==> src/rtl/rf_wb_arbiter_pkg.sv <==
// Shared types and constants for the register-file writeback arbiter.
// Port indices identify the two writeback sources competing for the RF write port.
package rf_wb_arbiter_pkg;

  // Writeback source identifiers; also the encoding of the round-robin pointer
  typedef enum logic {
    WB_PORT_PIPE = 1'b0,
    WB_PORT_LLU  = 1'b1
  } wb_port_e;

endpackage

==> src/rtl/rf_scoreboard.sv <==
// Pending-write scoreboard: one busy bit per architectural register for
// writes outstanding on the long-latency writeback port. x0 is never busy.
module rf_scoreboard #(
  parameter int RFIDX_WIDTH = 5,
  parameter int RFREG_NUM   = 32
) (
  input  logic                   clk,
  input  logic                   reset,
  input  logic                   set_valid,
  input  logic [RFIDX_WIDTH-1:0] set_rd,
  input  logic                   clr_valid,
  input  logic [RFIDX_WIDTH-1:0] clr_rd,
  input  logic [RFIDX_WIDTH-1:0] ra1,
  input  logic [RFIDX_WIDTH-1:0] ra2,
  output logic                   busy1,
  output logic                   busy2,
  output logic                   busy_any
);

  // Bit 0 is not stored at all, so x0 always reads as not busy
  logic [RFREG_NUM-1:1] busy;

  // Set on allocation, clear on long-latency writeback; a same-cycle set wins
  always_ff @(posedge clk or posedge reset) begin
    if (reset) begin
      busy <= '0;
    end else begin
      for (int i = 1; i < RFREG_NUM; i++) begin
        if (set_valid && set_rd == RFIDX_WIDTH'(i))
          busy[i] <= 1'b1;
        else if (clr_valid && clr_rd == RFIDX_WIDTH'(i))
          busy[i] <= 1'b0;
      end
    end
  end

  // Combinational read ports; indices with no stored bit read as 0
  always_comb begin
    busy1 = 1'b0;
    busy2 = 1'b0;
    for (int i = 1; i < RFREG_NUM; i++) begin
      if (ra1 == RFIDX_WIDTH'(i)) busy1 = busy[i];
      if (ra2 == RFIDX_WIDTH'(i)) busy2 = busy[i];
    end
  end

  assign busy_any = |busy;

endmodule

==> src/rtl/rf_wb_arbiter.sv <==
// Register-file write-port arbiter: round-robin between the pipeline writeback
// (port 0) and the long-latency unit (port 1), with a registered write stage.
// Optional pending-write scoreboard compiled in when RF_WB_SCOREBOARD_EN is defined;
// otherwise busy1/busy2/busy_any are tied low and the alloc/read inputs are ignored.
module rf_wb_arbiter
  import rf_wb_arbiter_pkg::*;
#(
  parameter int XLEN        = 32,
  parameter int RFIDX_WIDTH = 5,
  parameter int ADDR_SIZE   = 32,
  parameter int RFREG_NUM   = 32
) (
  input  logic                   clk,
  input  logic                   reset,
  input  logic                   wb0_valid,
  output logic                   wb0_ready,
  input  logic [RFIDX_WIDTH-1:0] wb0_rd,
  input  logic [XLEN-1:0]        wb0_data,
  input  logic [ADDR_SIZE-1:0]   wb0_pc,
  input  logic                   wb1_valid,
  output logic                   wb1_ready,
  input  logic [RFIDX_WIDTH-1:0] wb1_rd,
  input  logic [XLEN-1:0]        wb1_data,
  input  logic [ADDR_SIZE-1:0]   wb1_pc,
  output logic                   we3,
  output logic [RFIDX_WIDTH-1:0] wa3,
  output logic [XLEN-1:0]        wd3,
  output logic [ADDR_SIZE-1:0]   pc,
  input  logic                   alloc_valid,
  input  logic [RFIDX_WIDTH-1:0] alloc_rd,
  input  logic [RFIDX_WIDTH-1:0] ra1,
  input  logic [RFIDX_WIDTH-1:0] ra2,
  output logic                   busy1,
  output logic                   busy2,
  output logic                   busy_any
);

  wb_port_e               last;
  logic                   gnt0_p0, gnt1_p0, vld_p0;
  logic [RFIDX_WIDTH-1:0] rd_p0;
  logic [XLEN-1:0]        data_p0;
  logic [ADDR_SIZE-1:0]   pc_p0;

  logic                   vld_p1;
  logic [RFIDX_WIDTH-1:0] wa_p1;
  logic [XLEN-1:0]        wd_p1;
  logic [ADDR_SIZE-1:0]   pc_p1;

  // ---- stage p0: arbitration (combinational from valids and last) ----
  // A lone requester always wins; on conflict the port that did not win last time wins
  always_comb begin
    gnt0_p0 = wb0_valid && (!wb1_valid || last == WB_PORT_LLU);
    gnt1_p0 = wb1_valid && (!wb0_valid || last == WB_PORT_PIPE);
    vld_p0  = gnt0_p0 || gnt1_p0;
    rd_p0   = gnt1_p0 ? wb1_rd   : wb0_rd;
    data_p0 = gnt1_p0 ? wb1_data : wb0_data;
    pc_p0   = gnt1_p0 ? wb1_pc   : wb0_pc;
  end

  assign wb0_ready = gnt0_p0;
  assign wb1_ready = gnt1_p0;

  // Round-robin pointer follows the most recent transfer; reset favours port 0 first
  always_ff @(posedge clk or posedge reset) begin
    if (reset)        last <= WB_PORT_LLU;
    else if (gnt0_p0) last <= WB_PORT_PIPE;
    else if (gnt1_p0) last <= WB_PORT_LLU;
  end

  // ---- stage p1: registered write port ----
  // Writes to x0 are consumed without raising the enable; fields hold when idle
  always_ff @(posedge clk or posedge reset) begin
    if (reset) begin
      vld_p1 <= 1'b0;
      wa_p1  <= '0;
      wd_p1  <= '0;
      pc_p1  <= '0;
    end else begin
      vld_p1 <= vld_p0 && (rd_p0 != '0);
      if (vld_p0) begin
        wa_p1 <= rd_p0;
        wd_p1 <= data_p0;
        pc_p1 <= pc_p0;
      end
    end
  end

  assign we3 = vld_p1;
  assign wa3 = wa_p1;
  assign wd3 = wd_p1;
  assign pc  = pc_p1;

`ifdef RF_WB_SCOREBOARD_EN
  rf_scoreboard #(
    .RFIDX_WIDTH (RFIDX_WIDTH),
    .RFREG_NUM   (RFREG_NUM)
  ) u_scoreboard (
    .clk       (clk),
    .reset     (reset),
    .set_valid (alloc_valid),
    .set_rd    (alloc_rd),
    .clr_valid (gnt1_p0),
    .clr_rd    (wb1_rd),
    .ra1       (ra1),
    .ra2       (ra2),
    .busy1     (busy1),
    .busy2     (busy2),
    .busy_any  (busy_any)
  );
`else
  // Scoreboard absent: decode never sees a pending write
  logic unused_sb_inputs;
  assign unused_sb_inputs = ^{alloc_valid, alloc_rd, ra1, ra2};
  assign busy1    = 1'b0;
  assign busy2    = 1'b0;
  assign busy_any = 1'b0;
`endif

endmodule
==> config.mk <==
export PLATFORM = sky130hd
export DESIGN_NAME = rf_wb_arbiter
export DESIGN_NICKNAME = d
export VERILOG_FILES = /design/src/rtl/rf_wb_arbiter_pkg.sv /design/src/rtl/rf_scoreboard.sv /design/src/rtl/rf_wb_arbiter.sv
export SDC_FILE = /design/constraint.sdc
export NUM_CORES = 1
export LEC_CHECK = 0
export BUFFER_PORTS_ARGS = -buffer_cell sky130_fd_sc_hd__buf_2
export CAP_MARGIN = 0
export CORE_UTILIZATION = 23
export DETAILED_ROUTE_END_ITERATION = 10
export PLACE_DENSITY = 0.53
export SETUP_SLACK_MARGIN = 0.2
export SKIP_LAST_GASP = 1
export SLEW_MARGIN = 10
export SYNTH_ARGS = -nofsm -noshare
export SYNTH_HDL_FRONTEND = slang
export SYNTH_SLANG_ARGS = --single-unit
==> constraint.sdc <==
create_clock -name clk -period 2.2 [get_ports clk]
set_clock_uncertainty 0.15 [all_clocks]
set_input_delay 0.44 -clock clk [delete_from_list [all_inputs] [get_ports clk]]
set_output_delay 0.44 -clock clk [all_outputs]
set_load 0.02 [all_outputs]
==> results.ini <==
[sta]
period_needed_ps = 1910
setup-violations-final = 0
hold_violations = 0
period_share_pct = 87.0
rsz0062_at_grt = no
slew_headroom_pct = 46.2
drv_slew = 0
finalWorstSetupSlack_ps = 285
fin_setup_tns_ps = 0
worstMarginPinSlew_ps = 806
timing.fmax_mhz = 522

[layout]
final_common_cell = buf_2
fin_cells = 832
area_growth_syn_to_layout_pct = 37.2
stdcell_area_sq_um = 5840
diodes = 0
final_cell_mix = buf_2, dfrtp_1, nand2b_1, a21o_1, or2_1
nets = 756
drive_gt1_share_pct = 44.4

[detailed_routing]
drt_iter0_markers = 156
via_per_inst = 4.71
wl_per_cell_um = 16.0
antenna_left = 0
wirelength_um = 13300
vias = 3921
dr.pass1.iters = 7
post-route-drc-count = 30

[cts]
clock_insertion_delay_worst_skew_ps = 340
clk_pin_slew_ps = 60
cts_root_buffer = clkbuf_16
cts_tree = done
numCtsBuffers = 9
clk_path_buf_depth = 2
cts.sinks = 71
htreeDepth = 3

[worst_setup_path]
critPathTopFamily = flip-flops
cp-start-kind = register
cp.arrival_ps = 1320
path_buf_inv = 2
cp_cell_sequence = nand2b_4, nand2_4, inv_4, buf_4
setup.worst_path.end_class = output pin
critPathSlowestCell = dfstp_2
cp.required_ps = 1610
criticalPathCategory = register to output pin
worstPathMaxFanout = 6
critPathMaxStageDelay_ps = 540

[die]
die_area_sq_um = 19100
rows = 49
start_util_pct = 23.5
die-width_um = 138
ios = 233
die_h_um = 138
core_sq_um = 18100

[power]
vdd_drop_max_uv = 358
power_leakage_uw = 0.00267
cellPowerDensity_nw_per_um2 = 757

[run]
max-cap-violations = 0

[logic_synthesis]
yosys_warnings = 0
syn_avg_cell_area_sq_um = 10.6
synth-seq-area-share_pct = 41.7
synth_seq_cells = 71
netlist_instances = 400
syn_area_sq_um = 4260
synth.distinct_cells = 25

[place]
dp.cells = 815
globalplace.congestion = 0.743
placed_area_sq_um = 5490
dp_worst_setup_slack_ps = 413
numPortBuffers = 213
place_hpwl_um = 9020

[global_routing]
track_usage_pct = 14.4
grt_max_degree = 72
grt_overflow = 0
grt_pass1_vias = 4152
grt_pass1_wl_um = 21800
antenna_found_initial = 0

[run_status]
outcome = finished with violations
violations = design-rule violations

[min_path]
hold_path_class = input pin to async pin

[path summary, 6_finish.rpt]
kind                       slack [ps]  depth (start not counted)   endpoint      start
setup / recovery                  290                          4  wb0_ready       last
hold reg to reg                   550                          3     wa3[1]     wa3[1]
setup reg to reg                  450                          2    wd3[23]       last
min in group clk                  190                          3     wa3[3]  wb0_rd[3]
max in group asynchronous        1490                          3       last      reset
hold / removal                     70                          3    wd3[11]      reset
[cell families after synthesis]
family | Yosys count | synth area share (%)
compound gates | 142 | 30.1
simple gates | 133 | 19.5
flops | 71 | 41.7
buf+inv | 48 | 6.82
mux | 5 | 1.76
other cells | 1 | 0.0880
[synthesized netlist by cell type, drive strengths merged]
library cell | number | share of area [%]
dfrtp | 70 | 41
nand2b | 65 | 9.6
a21o | 64 | 11
o221a | 64 | 17
or2 | 64 | 9.4
buf | 21 | 4.4
clkbuf | 19 | 1.7
inv | 8 | 0.71
a21oi | 5 | 0.59
mux2 | 5 | 1.8
o22ai | 5 | 0.73
o21ai | 3 | 0.35
or4 | 2 | 0.35
a21boi | 1 | 0.18
conb | 1 | 0.088
dfstp | 1 | 0.62
nand2 | 1 | 0.088
nor2 | 1 | 0.088
[state kept, by name, summed over array words and instances, names as in the netlist]
| signal | flops |
|---|---|
| last | 1 |
| pc | 32 |
| we3 | 1 |
| wd3 | 32 |
| wa3 | 5 |
[what timing repair did]
action | 4_1_cts | 5_1_grt
gates resized for setup | 4 | 0
endpoints found under the setup margin | 1 | 1
hold buffers | 0 | 0
buffers inserted | 0 | 1
[tightest hold or removal path, stage by stage]
cell and delay (ps):
buf_2 110, clkinvlp_4 70, buf_12 350
[metrics by stage]
stage	utilization, %	power [uW]	hold slack (ps)
after floorplan	-	2370	414
after global placement	30.3	2780	444
after detailed placement	30.3	2810	447
after CTS	32.3	4510	69.9
after global routing	32.3	4680	87.3
final	32.3	4420	66.8
[area by class of cell]
class                      count  area (sq um)
fill                        1867         12200
multi-input combinational    283          2210
sequential                    71          1780
timing repair buffer         225          1200
tap                          229           287
clock buffer                  11           253
clock inverter                 5          80.1
inverter                       8          36.3
[routing by layer]
layer,routed length (um),global-route usage (%),vias to the layer above
met5,0,0,-
met4,222,5.50,0
met3,1010,4.47,18
met2,6390,24.9,143
met1,5720,16.5,1916
li1,-,-,1844
[power by group]
group	internal, uW	leakage (uW)	switching, uW
Combinational	535	0.00171	685
Sequential	1480	0.000805	82.6
Clock	1050	0.000158	585
Note: power is estimated with default switching activity, not from simulation.
